`config.mk`:
```
export PLATFORM = sky130hd
export DESIGN_NAME = fetch_unit
export DESIGN_NICKNAME = d
export VERILOG_FILES = /design/src/rtl/fetch_unit_pkg.sv /design/src/rtl/fetch_skid_buffer.sv /design/src/rtl/fetch_unit.sv
export SDC_FILE = /design/constraint.sdc
export NUM_CORES = 1
export LEC_CHECK = 0
export ABC_AREA = 1
export CAP_MARGIN = 5
export CORE_UTILIZATION = 45
export CTS_CLUSTER_SIZE = 28
export DETAILED_ROUTE_END_ITERATION = 8
export MAX_ROUTING_LAYER = met4
export PLACE_DENSITY = 0.79
export SKIP_CTS_REPAIR_TIMING = 1
export SYNTH_ARGS = -nofsm -noshare
export SYNTH_HDL_FRONTEND = slang
export SYNTH_SLANG_ARGS = --single-unit
```
`constraint.sdc`:
```
create_clock -name slow_clock -period 3.8 [get_ports slow_clock]
set_input_delay 0.76 -clock slow_clock [delete_from_list [all_inputs] [get_ports slow_clock]]
set_output_delay 0.76 -clock slow_clock [all_outputs]
set_load 0.02 [all_outputs]
```
`src/rtl/fetch_unit_pkg.sv`:
```
// Shared types and defaults for the instruction fetch stage.
package fetch_unit_pkg;

    typedef enum logic [1:0] {
        BIOS_RUN = 2'd0,
        MAIN_RUN = 2'd1,
        HALTED   = 2'd2
    } fetch_state_t;

    localparam int unsigned FETCH_BIOS_START = 0;
    localparam int unsigned FETCH_INSTR_SIZE = 16;

endpackage

```
`src/rtl/fetch_skid_buffer.sv`:
```
// One-entry skid register that parks the in-flight instruction during a stall.
module fetch_skid_buffer
    import fetch_unit_pkg::*;
#(
    parameter int DATA_WIDTH       = 32,
    parameter int INSTRUCTION_SIZE = FETCH_INSTR_SIZE
) (
    input  logic                        clk,
    input  logic                        reset,
    input  logic                        load,
    input  logic                        drain,
    input  logic                        flush,
    input  logic [INSTRUCTION_SIZE-1:0] instr,
    input  logic [DATA_WIDTH-1:0]       pc,
    input  logic                        valid,
    output logic [INSTRUCTION_SIZE-1:0] skid_instr,
    output logic [DATA_WIDTH-1:0]       skid_pc,
    output logic                        skid_valid
);

    always_ff @(posedge clk or posedge reset) begin
        if (reset) begin
            skid_instr <= '0;
            skid_pc    <= '0;
            skid_valid <= 1'b0;
        end else if (flush || drain) begin
            skid_valid <= 1'b0;
        end else if (load) begin
            skid_instr <= instr;
            skid_pc    <= pc;
            skid_valid <= valid;
        end
    end

endmodule

```
`src/rtl/fetch_unit.sv`:
```
// Instruction fetch stage: PC, BIOS hand-off, redirects, stall and halt.
// Define FETCH_SKID_EN for a zero-bubble skid buffer instead of replay.
module fetch_unit
    import fetch_unit_pkg::*;
#(
    parameter int          DATA_WIDTH       = 32,
    parameter int          INSTRUCTION_SIZE = FETCH_INSTR_SIZE,
    parameter int unsigned BIOS_START       = FETCH_BIOS_START
) (
    input  logic                        slow_clock,
    input  logic                        reset,
    input  logic                        halt,
    input  logic                        boot_done,
    input  logic                        branch_taken,
    input  logic [DATA_WIDTH-1:0]       branch_target,
    input  logic                        stall,
    input  logic [INSTRUCTION_SIZE-1:0] instruction_in,
    output logic [DATA_WIDTH-1:0]       instruction_address,
    output logic                        is_bios,
    output logic [INSTRUCTION_SIZE-1:0] instruction_out,
    output logic [DATA_WIDTH-1:0]       instruction_pc,
    output logic                        instruction_valid
);

    localparam logic [DATA_WIDTH-1:0] RESET_PC = DATA_WIDTH'(BIOS_START);
    localparam logic [DATA_WIDTH-1:0] PC_STEP  = DATA_WIDTH'(1);

    fetch_state_t                state;
    fetch_state_t                state_next;
    logic [DATA_WIDTH-1:0]       fetch_pc;
    logic [DATA_WIDTH-1:0]       fetch_pc_next;
    logic                        is_bios_next;
    logic [DATA_WIDTH-1:0]       inflight_pc;
    logic [DATA_WIDTH-1:0]       inflight_pc_next;
    logic                        inflight_valid;
    logic                        inflight_valid_next;
    logic [INSTRUCTION_SIZE-1:0] out_next;
    logic [DATA_WIDTH-1:0]       out_pc_next;
    logic                        out_valid_next;

`ifdef FETCH_SKID_EN
    logic                        skid_load;
    logic                        skid_drain;
    logic                        skid_flush;
    logic [INSTRUCTION_SIZE-1:0] skid_instr;
    logic [DATA_WIDTH-1:0]       skid_pc;
    logic                        skid_valid;

    fetch_skid_buffer #(
        .DATA_WIDTH       (DATA_WIDTH),
        .INSTRUCTION_SIZE (INSTRUCTION_SIZE)
    ) u_skid (
        .clk        (slow_clock),
        .reset      (reset),
        .load       (skid_load),
        .drain      (skid_drain),
        .flush      (skid_flush),
        .instr      (instruction_in),
        .pc         (inflight_pc),
        .valid      (inflight_valid),
        .skid_instr (skid_instr),
        .skid_pc    (skid_pc),
        .skid_valid (skid_valid)
    );
`endif

    assign instruction_address = fetch_pc;

    always_ff @(posedge slow_clock or posedge reset) begin
        if (reset) begin
            state             <= BIOS_RUN;
            fetch_pc          <= RESET_PC;
            is_bios           <= 1'b1;
            inflight_pc       <= '0;
            inflight_valid    <= 1'b0;
            instruction_out   <= '0;
            instruction_pc    <= '0;
            instruction_valid <= 1'b0;
        end else begin
            state             <= state_next;
            fetch_pc          <= fetch_pc_next;
            is_bios           <= is_bios_next;
            inflight_pc       <= inflight_pc_next;
            inflight_valid    <= inflight_valid_next;
            instruction_out   <= out_next;
            instruction_pc    <= out_pc_next;
            instruction_valid <= out_valid_next;
        end
    end

    always_comb begin
        state_next          = state;
        fetch_pc_next       = fetch_pc;
        is_bios_next        = is_bios;
        inflight_pc_next    = inflight_pc;
        inflight_valid_next = inflight_valid;
        out_next            = instruction_out;
        out_pc_next         = instruction_pc;
        out_valid_next      = instruction_valid;
`ifdef FETCH_SKID_EN
        skid_load           = 1'b0;
        skid_drain          = 1'b0;
        skid_flush          = 1'b0;
`endif
        if (halt || state == HALTED) begin
            state_next          = HALTED;
            out_valid_next      = 1'b0;
            inflight_valid_next = 1'b0;
`ifdef FETCH_SKID_EN
            skid_flush          = 1'b1;
`endif
        end else if (boot_done && state == BIOS_RUN) begin
            // a branch in the same cycle is dropped with the BIOS stream
            state_next          = MAIN_RUN;
            is_bios_next        = 1'b0;
            fetch_pc_next       = '0;
            out_valid_next      = 1'b0;
            inflight_valid_next = 1'b0;
`ifdef FETCH_SKID_EN
            skid_flush          = 1'b1;
`endif
        end else if (branch_taken) begin
            fetch_pc_next       = branch_target;
            out_valid_next      = 1'b0;
            inflight_valid_next = 1'b0;
`ifdef FETCH_SKID_EN
            skid_flush          = 1'b1;
`endif
        end else if (stall) begin
            inflight_valid_next = 1'b0;
`ifdef FETCH_SKID_EN
            skid_load           = !skid_valid;
`else
            // the returning word is lost, so refetch it
            if (inflight_valid) begin
                fetch_pc_next = inflight_pc;
            end
`endif
        end else begin
            out_next            = instruction_in;
            out_pc_next         = inflight_pc;
            out_valid_next      = inflight_valid;
`ifdef FETCH_SKID_EN
            if (skid_valid) begin
                out_next       = skid_instr;
                out_pc_next    = skid_pc;
                out_valid_next = 1'b1;
                skid_drain     = 1'b1;
            end
`endif
            inflight_pc_next    = fetch_pc;
            inflight_valid_next = 1'b1;
            fetch_pc_next       = fetch_pc + PC_STEP;
        end
    end

endmodule

```
After elaboration in Yosys (flattened, before gate mapping)
Index checks and enable logic that the tools add are counted.
{"block": "totals", "ff_bits": 117, "in_bits": 54, "output_inout_bits": 82, "wordCells": 37}
{"block": "op_classes", "addsub": 1, "eq_ne": 3, "mux": 14, "bitwise_logic": 4, "reduce_logical": 7}
{"operator": "two-way mux 32 bit", "n": 4}
{"operator": "adder 32 x 1 -> 32 bit, second input constant", "n": 1}
{"operator": "two-way mux 1 bit", "n": 8}
{"operator": "inequality test 4 x 2 -> 1 bit, second input constant", "n": 2}
{"operator": "two-way mux 2 bit", "n": 2}
{"operator": "NOT 1 bit", "n": 4}
{"operator": "AND reduction 2 bit", "n": 2}
{"operator": "AND reduction 4 bit", "n": 1}
{"operator": "equality test 2 bit, second input constant", "n": 1}
{"operator": "zero test 2 bit", "n": 1}
{"operator": "nonzero test 2 bit", "n": 1}
{"operator": "logical AND 1 bit", "n": 1}
{"operator": "logical OR 1 bit", "n": 1}

Longest topological paths before layout
Gate-level depths: netlist of run 1.
{"block": "logic_depth", "depth_word": 4, "ltp_mapped": 12, "mapped_depth_nobuf": 12}

Worst setup path after synthesis of run 1
Ideal clock, no wire load.
{"block": "synth_path", "kind": "input to register", "from": "input halt", "to": "register instruction_out[1]", "setup_ps": 116, "arrival_ps": 1668, "t_required_ps": 3684, "path_slack_ps": 2015, "path_stages": 7, "n_path_buf": 2, "path_cell_list": "o21bai_1 nor2_2 nand2_2 buf_4 buf_4 nand2_1 nand2_1"}
{"block": "synth_between", "elab_chain_cells": 3}
{"element": "from (decl)", "line_no": "fetch_unit.sv:12", "source": "input logic halt,"}
{"element": "logical OR 1 bit", "line_no": "fetch_unit.sv:105", "source": "if (halt || state == HALTED) begin"}
{"element": "NOT 1 bit (no source line)"}
{"element": "AND reduction 4 bit (no source line)"}
{"element": "to (signal assigned)", "line_no": "fetch_unit.sv:85", "source": "instruction_out <= out_next;"}
{"element": "to (decl)", "line_no": "fetch_unit.sv:20", "source": "output logic [INSTRUCTION_SIZE-1:0] instruction_out,"}
Every way passes these cells.
A chain may end at the register's enable or synchronous reset.

Worst setup path after layout of run 1
{"block": "layout_path", "from": "input branch_taken", "to": "register fetch_pc[0] (netlist: instruction_address[0])"}
{"block": "layout_between", "elab_chain_cells": 2, "elab_cells_between_ends": 4, "classes_between": "1 x eq/ne; 2 x mux; 1 x reduce/logical"}
{"element": "from (decl)", "line_no": "fetch_unit.sv:14", "source": "input logic branch_taken,"}
{"element": "inequality test 4 x 2 -> 1 bit (no source line) or two-way mux 32 bit (tied branches)"}
{"element": "AND reduction 2 bit (no source line) or two-way mux 32 bit (tied branches)"}
{"element": "to (signal assigned)", "line_no": "fetch_unit.sv:81", "source": "fetch_pc <= fetch_pc_next;"}
{"element": "to (decl)", "line_no": "fetch_unit.sv:30", "source": "logic [DATA_WIDTH-1:0] fetch_pc;"}
Several ways; a longest one is shown, not always the timed one.

==> results of run 1 <==
[logic make-up (layout without fill, tap and decap cells)]
family                   after synthesis  count (layout)  synth area share, %
AND/OR/NAND/NOR                      384             384                 28.7
adder cells (fa/ha/maj)                1               1                0.218
AO/OA/AOI/OAI                        138             138                 13.0
flip-flops                           117             117                 51.0
buffers and inverters                 93             238                 7.04
[stage by stage]
stage	instance area, µm²	power, mW	util [%]	instances	hold WS, ps
final	7890	3.18	64.6	1046	467
after global routing	7890	3.28	64.6	1046	489
after CTS	7890	3.20	64.6	1046	470
after detailed placement	7220	1.40	59.1	1014	458
after global placement	7220	1.41	59.1	1014	460
after floorplan	5740	1.33	-	733	453
[layout make-up]
class	count	area [µm²]
Inverter	65	248
Clock buffer	24	502
Fill cell	1063	4320
Tap cell	168	210
Clock inverter	8	168
Multi-Input combinational cell	523	2410
Timing Repair Buffer	141	1420
Sequential cell	117	2930
[power by group]
part           internal, mW  total, mW  switching, mW
clock network          1.25       1.80          0.554
registers              1.25       1.25              0
logic                0.0668      0.135         0.0679
total                  2.56       3.18          0.622
[sequential cells by signal, indices dropped and copies added (netlist names)]
register and cells:
inflight_pc 32, instruction_address 32, instruction_pc 32, instruction_out 16, state 2, inflight_valid 1, instruction_valid 1, is_bios 1
[synth_stat cells]
library cell	count	area [µm²]
o2111ai_1	2	17.5
inv_2	7	26.3
nand2_2	11	68.8
dfstp_2	1	26.3
inv_1	58	218
nand4_1	6	37.5
buf_2	11	55.1
nand2_4	2	22.5
nand3_4	1	17.5
buf_6	3	33.8
nand2_1	271	1020
a21oi_1	17	85.1
o221ai_1	2	17.5
nand3_2	1	10.0
o21ai_1	36	180
dfrtp_1	116	2900
nor2_4	7	78.8
a221oi_1	1	8.76
o22ai_1	26	163
o21ai_0	53	265
nor2_2	5	31.3
buf_4	5	37.5
clkbuf_1	9	33.8
nor2_1	51	191
nand3_1	25	125
o21bai_1	1	7.51
ha_1	1	12.5
nor3_1	2	10.0
nor2_8	2	40.0
[worst max path at each step]
stage	start	endpoint	slack, ps	cells after the start
after floorplan	reset	inflight_pc[0]	1610	1
after global placement	branch_taken	instruction_address[9]	1090	9
after detailed placement	branch_taken	instruction_address[0]	1040	9
after CTS	branch_taken	instruction_address[13]	1440	9
after global routing	branch_taken	instruction_address[13]	1320	9
final	branch_taken	instruction_address[0]	1440	9
[worst reg2reg max path, stage by stage, from the launching register on]
cell	delay (ps)
dfrtp_1	360
inv_1	90
nand3_1	180
nand3_2	130
nand2_1	60
buf_4	190
inv_1	540
o22ai_1	170
[layer usage]
metal | routed length, µm | GRT usage (%) | up-vias
met1 | 6780 | 31.6 | 2496
met5 | 0 | - | -
met2 | 6970 | 39.5 | 152
li1 | - | - | 2636
met4 | 194 | 8.31 | 0
met3 | 942 | 6.59 | 24
==> flow_metrics.env, run 1 <==
export IMPL_r2r_start="state[1]"
export IMPL_gp_congestion=0.880
export IMPL_path_class="in2reg"
export IMPL_yosysSeqAreaShare_pct=51.0
export IMPL_rows=40
export IMPL_antenna_found_initial=0
export IMPL_tns_ps=0
export IMPL_whs_path_depth=2
export IMPL_synth_seq_cells=117
export IMPL_cts_root_buffer="clkbuf_16"
export IMPL_p_leak_nw=3.90
export IMPL_max_freq_mhz=424
export IMPL_portBuffers=135
export IMPL_tritoncts="done"
export IMPL_nets=920
export IMPL_clkTransAtPathRegs_ps=50
export IMPL_syn_nets=788
export IMPL_antenna_left=0
export IMPL_h_tree_depth=4
export IMPL_max_slew_margin_pct=48.0
export IMPL_cp_required_ps=4060
export IMPL_path_cells="clkdlybuf4s50_1 > inv_2 > nand2_4 > inv_2 > nand3_2 > nand2_1 > buf_4 > inv_1 > o22ai_1"
export IMPL_drt_pass1_iterations=5
export IMPL_fin_ws_ps=1440
export IMPL_end_kind="register"
export IMPL_grt_pass1_wl_mm=24.8
export IMPL_layout_common_cells="nand2_1 (271), clkdlybuf4s50_1 (135), dfrtp_1 (116)"
export IMPL_dieArea_um2=13200
export IMPL_finalHoldViolations=0
export IMPL_drc=0
export IMPL_clk_latency_ps=420
export IMPL_reg2regPathDepth=7
export IMPL_place_detailed_hpwl_mm=9.92
export IMPL_diodes=0
export IMPL_grt_overflow=0
export IMPL_hp_start="is_bios"
export IMPL_drv_cap=0
export IMPL_cts_buffers=17
export IMPL_grt_max_degree=118
export IMPL_area_delta_synth_final_pct=37.4
export IMPL_crit_top_cell="inv_2"
export IMPL_start_util_pct=47.0
export IMPL_clock_tree_buffer_depth=2
export IMPL_core_area_um2=12200
export IMPL_layout_drive_gt1_share_pct=8.43
export IMPL_num_vias=5308
export IMPL_finClkSkew_ps=10.4
export IMPL_crit_buf_inv=5
export IMPL_ios=136
export IMPL_drt_vias_per_instance=5.07
export IMPL_rr_endpoint="instruction_address[0]"
export IMPL_grt_pass1_vias=5249
export IMPL_critPathSlowestCell="clkdlybuf4s50_1"
export IMPL_min_to="is_bios"
export IMPL_start_kind="input pin"
export IMPL_final_common_cell="nand2_1"
export IMPL_postSynthCellCount=733
export IMPL_p_per_area_nw_per_um2=404
export IMPL_pre_cts_ws_ps=1040
export IMPL_cpPeakStageDelay_ps=560
export IMPL_clkSinkCount=117
export IMPL_setup_viol=0
export IMPL_tightest_slew_ps=779
export IMPL_die_w_um=115
export IMPL_worst_ep_arrival_time_ps=2620
export IMPL_drtIter0Drc=365
export IMPL_synth_avg_cell_area_um2=7.83
export IMPL_synthDistinctLibCells=29
export IMPL_hold_class="reg2reg"
export IMPL_die_y_um=115
export IMPL_syn_area_um2=5740
export IMPL_period_needed_ps=2360
export IMPL_reg2reg_slack_ps=1930
export IMPL_track_usage_pct=25.1
export IMPL_routed_wl_mm=14.9
export IMPL_ys_warn_count=0
export IMPL_status="finished clean"
export IMPL_finalCritPeriodShare_pct=62.1
export IMPL_final_max_slew_viol_count=0
export IMPL_crit_fanout=20
export IMPL_post_drt_wl_per_cell_um=14.2
export IMPL_rsz0062_at_grt="false"
export IMPL_path_delay_family="buffers and inverters"
export IMPL_peakVddDrop_mv=0.250
(Power assumes the default switching activity.)
==> inputs of run 2 (changes only) <==
--- a/config.mk
+++ b/config.mk
@@ -7,11 +7,11 @@
 export LEC_CHECK = 0
 export ABC_AREA = 1
 export CAP_MARGIN = 5
-export CORE_UTILIZATION = 45
+export CORE_UTILIZATION = 46
 export CTS_CLUSTER_SIZE = 28
 export DETAILED_ROUTE_END_ITERATION = 8
 export MAX_ROUTING_LAYER = met4
-export PLACE_DENSITY = 0.79
+export PLACE_DENSITY = 0.78
 export SKIP_CTS_REPAIR_TIMING = 1
 export SYNTH_ARGS = -nofsm -noshare
 export SYNTH_HDL_FRONTEND = slang
==> constraint.sdc (replaced) <==
create_clock -name slow_clock -period 2.3 [get_ports slow_clock]
set_input_delay 0.46 -clock slow_clock [delete_from_list [all_inputs] [get_ports slow_clock]]
set_output_delay 0.46 -clock slow_clock [all_outputs]
set_load 0.02 [all_outputs]
==> flow_metrics.env, run 2 (same netlist as run 1, synthesis figures left out) <==
export IMPL_status="finished clean"
export IMPL_tns_ps=0
export IMPL_drv_cap=0
export IMPL_dieArea_um2=12900
export IMPL_start_kind="register"
export IMPL_p_per_area_nw_per_um2=631
export IMPL_utilization_pct=65.5
export IMPL_multi_input_area_um2=2410
export IMPL_power_mw=5.01
export IMPL_crit_buf_inv=1
export IMPL_finClkSkew_ps=8.70
export IMPL_routed_wl_mm=15.0
export IMPL_max_freq_mhz=489
export IMPL_grt_overflow=0
export IMPL_pre_cts_ws_ps=209
export IMPL_design_area_um2=7930
export IMPL_dp_cells=1022
export IMPL_clkSinkCount=117
export IMPL_path_class="reg2out"
export IMPL_clock_tree_buffer_depth=2
export IMPL_gp_congestion=0.908
export IMPL_period_needed_ps=2040
export IMPL_hold_class="in2async"
export IMPL_antenna_found_initial=0
export IMPL_finalCritPeriodShare_pct=88.8
export IMPL_final_common_cell="nand2_1"
export IMPL_ios=136
export IMPL_drtIter0Drc=372
export IMPL_p_leak_nw=3.92
export IMPL_start_util_pct=47.4
export IMPL_layout_drive_gt1_share_pct=9.14
export IMPL_h_tree_depth=4
export IMPL_num_vias=5328
export IMPL_end_kind="output pin"
export IMPL_die_y_um=114
export IMPL_grt_max_degree=71
export IMPL_nets=928
export IMPL_die_w_um=114
export IMPL_place_detailed_hpwl_mm=10.1
export IMPL_path_delay_family="buffers and inverters"
export IMPL_path_cells="clkdlybuf4s50_1"
export IMPL_setup_viol=0
export IMPL_rows=40
export IMPL_fin_ws_ps=257
export IMPL_cts_buffers=17
export IMPL_post_drt_wl_per_cell_um=14.3
export IMPL_place_area_um2=7330
export IMPL_drc=0
export IMPL_fillers=1031
export IMPL_peakVddDrop_mv=0.372
export IMPL_rsz0062_at_grt="false"
export IMPL_final_cells=1054
export IMPL_cts_root_buffer="clkbuf_16"
export IMPL_core_area_um2=12100
export IMPL_cp_required_ps=1840
export IMPL_worst_ep_arrival_time_ps=1580
export IMPL_tightest_slew_ps=364
export IMPL_drt_vias_per_instance=5.06
export IMPL_final_max_slew_viol_count=0
export IMPL_clkTransAtPathRegs_ps=50
export IMPL_max_slew_margin_pct=75.7
export IMPL_holdWs_ps=329
export IMPL_area_delta_synth_final_pct=38.2
export IMPL_grt_pass1_wl_mm=24.9
export IMPL_antenna_left=0
export IMPL_layout_common_cells="nand2_1 (271), clkdlybuf4s50_1 (135), dfrtp_1 (116)"
export IMPL_drt_pass1_iterations=6
export IMPL_portBuffers=135
export IMPL_tritoncts="done"
export IMPL_critPathSlowestCell="clkdlybuf4s50_1"
export IMPL_grt_pass1_vias=5148
export IMPL_clk_latency_ps=420
export IMPL_reg2reg_slack_ps=570
export IMPL_diodes=0
export IMPL_crit_fanout=8
export IMPL_track_usage_pct=25.7
export IMPL_finalHoldViolations=0
export IMPL_register_area_um2=2930
export IMPL_cpPeakStageDelay_ps=670
-- run 2: cell types whose count changed in the layout (fill, tap and decap cells not counted) --
cell | previous run | this run
buf_4 | 4 | 8
clkbuf_1 | 2 | 3
buf_12 | 2 | 6
clkinv_2 | 2 | 4
clkinvlp_4 | 2 | 3
bufinv_16 | 5 | 3
clkbuf_8 | 5 | 3
-- run 2: final timing paths --
check                                        start                 endpoint  depth (start not counted)
max in group asynchronous                    reset                  is_bios                          3
setup / recovery           instruction_address[20]  instruction_address[20]                          1
hold / removal                               reset       instruction_out[3]                          2
hold reg to reg                 instruction_pc[10]       instruction_pc[10]                          2
min in group slow_clock         instruction_pc[10]       instruction_pc[10]                          2
setup reg to reg            instruction_address[1]  instruction_address[20]                         10
-- run 2: layout make-up --
type	count	share of cell area, %
well taps	168	2.65
clock inverters	9	1.58
repair buffers	149	19.3
multi-input cells	523	30.4
clock buffers	23	6.02
inverters	65	3.12
flip-flops and latches	117	36.9
-- run 2: metal layers --
layer | vias up | track usage, % | part of all wire [%] | wire length, µm
li1 | 2659 | - | - | -
met1 | 2448 | 33.9 | 47 | 7020
met2 | 197 | 38.8 | 45 | 6820
met3 | 24 | 5.58 | 6.4 | 961
met4 | 0 | 9.82 | 1.6 | 234
met5 | - | - | 0 | 0
-- run 2: power by group --
group / internal [mW] / total (mW) / switching (mW)
sequential: 2.06 / 2.06 / 0
combinational: 0.114 / 0.226 / 0.112
clock: 1.78 / 2.72 / 0.942
total: 3.95 / 5.01 / 1.05
==> inputs of run 3 (changes only) <==
--- a/config.mk
+++ b/config.mk
@@ -6,7 +6,8 @@
 export NUM_CORES = 1
 export LEC_CHECK = 0
 export ABC_AREA = 1
-export CAP_MARGIN = 5
+export ABC_CLOCK_PERIOD_IN_PS = 2300
+export CAP_MARGIN = 20
 export CORE_UTILIZATION = 46
 export CTS_CLUSTER_SIZE = 28
 export DETAILED_ROUTE_END_ITERATION = 8
==> results of run 3 <==
No change in the layout: final DEF, timing and power equal those of run 2.
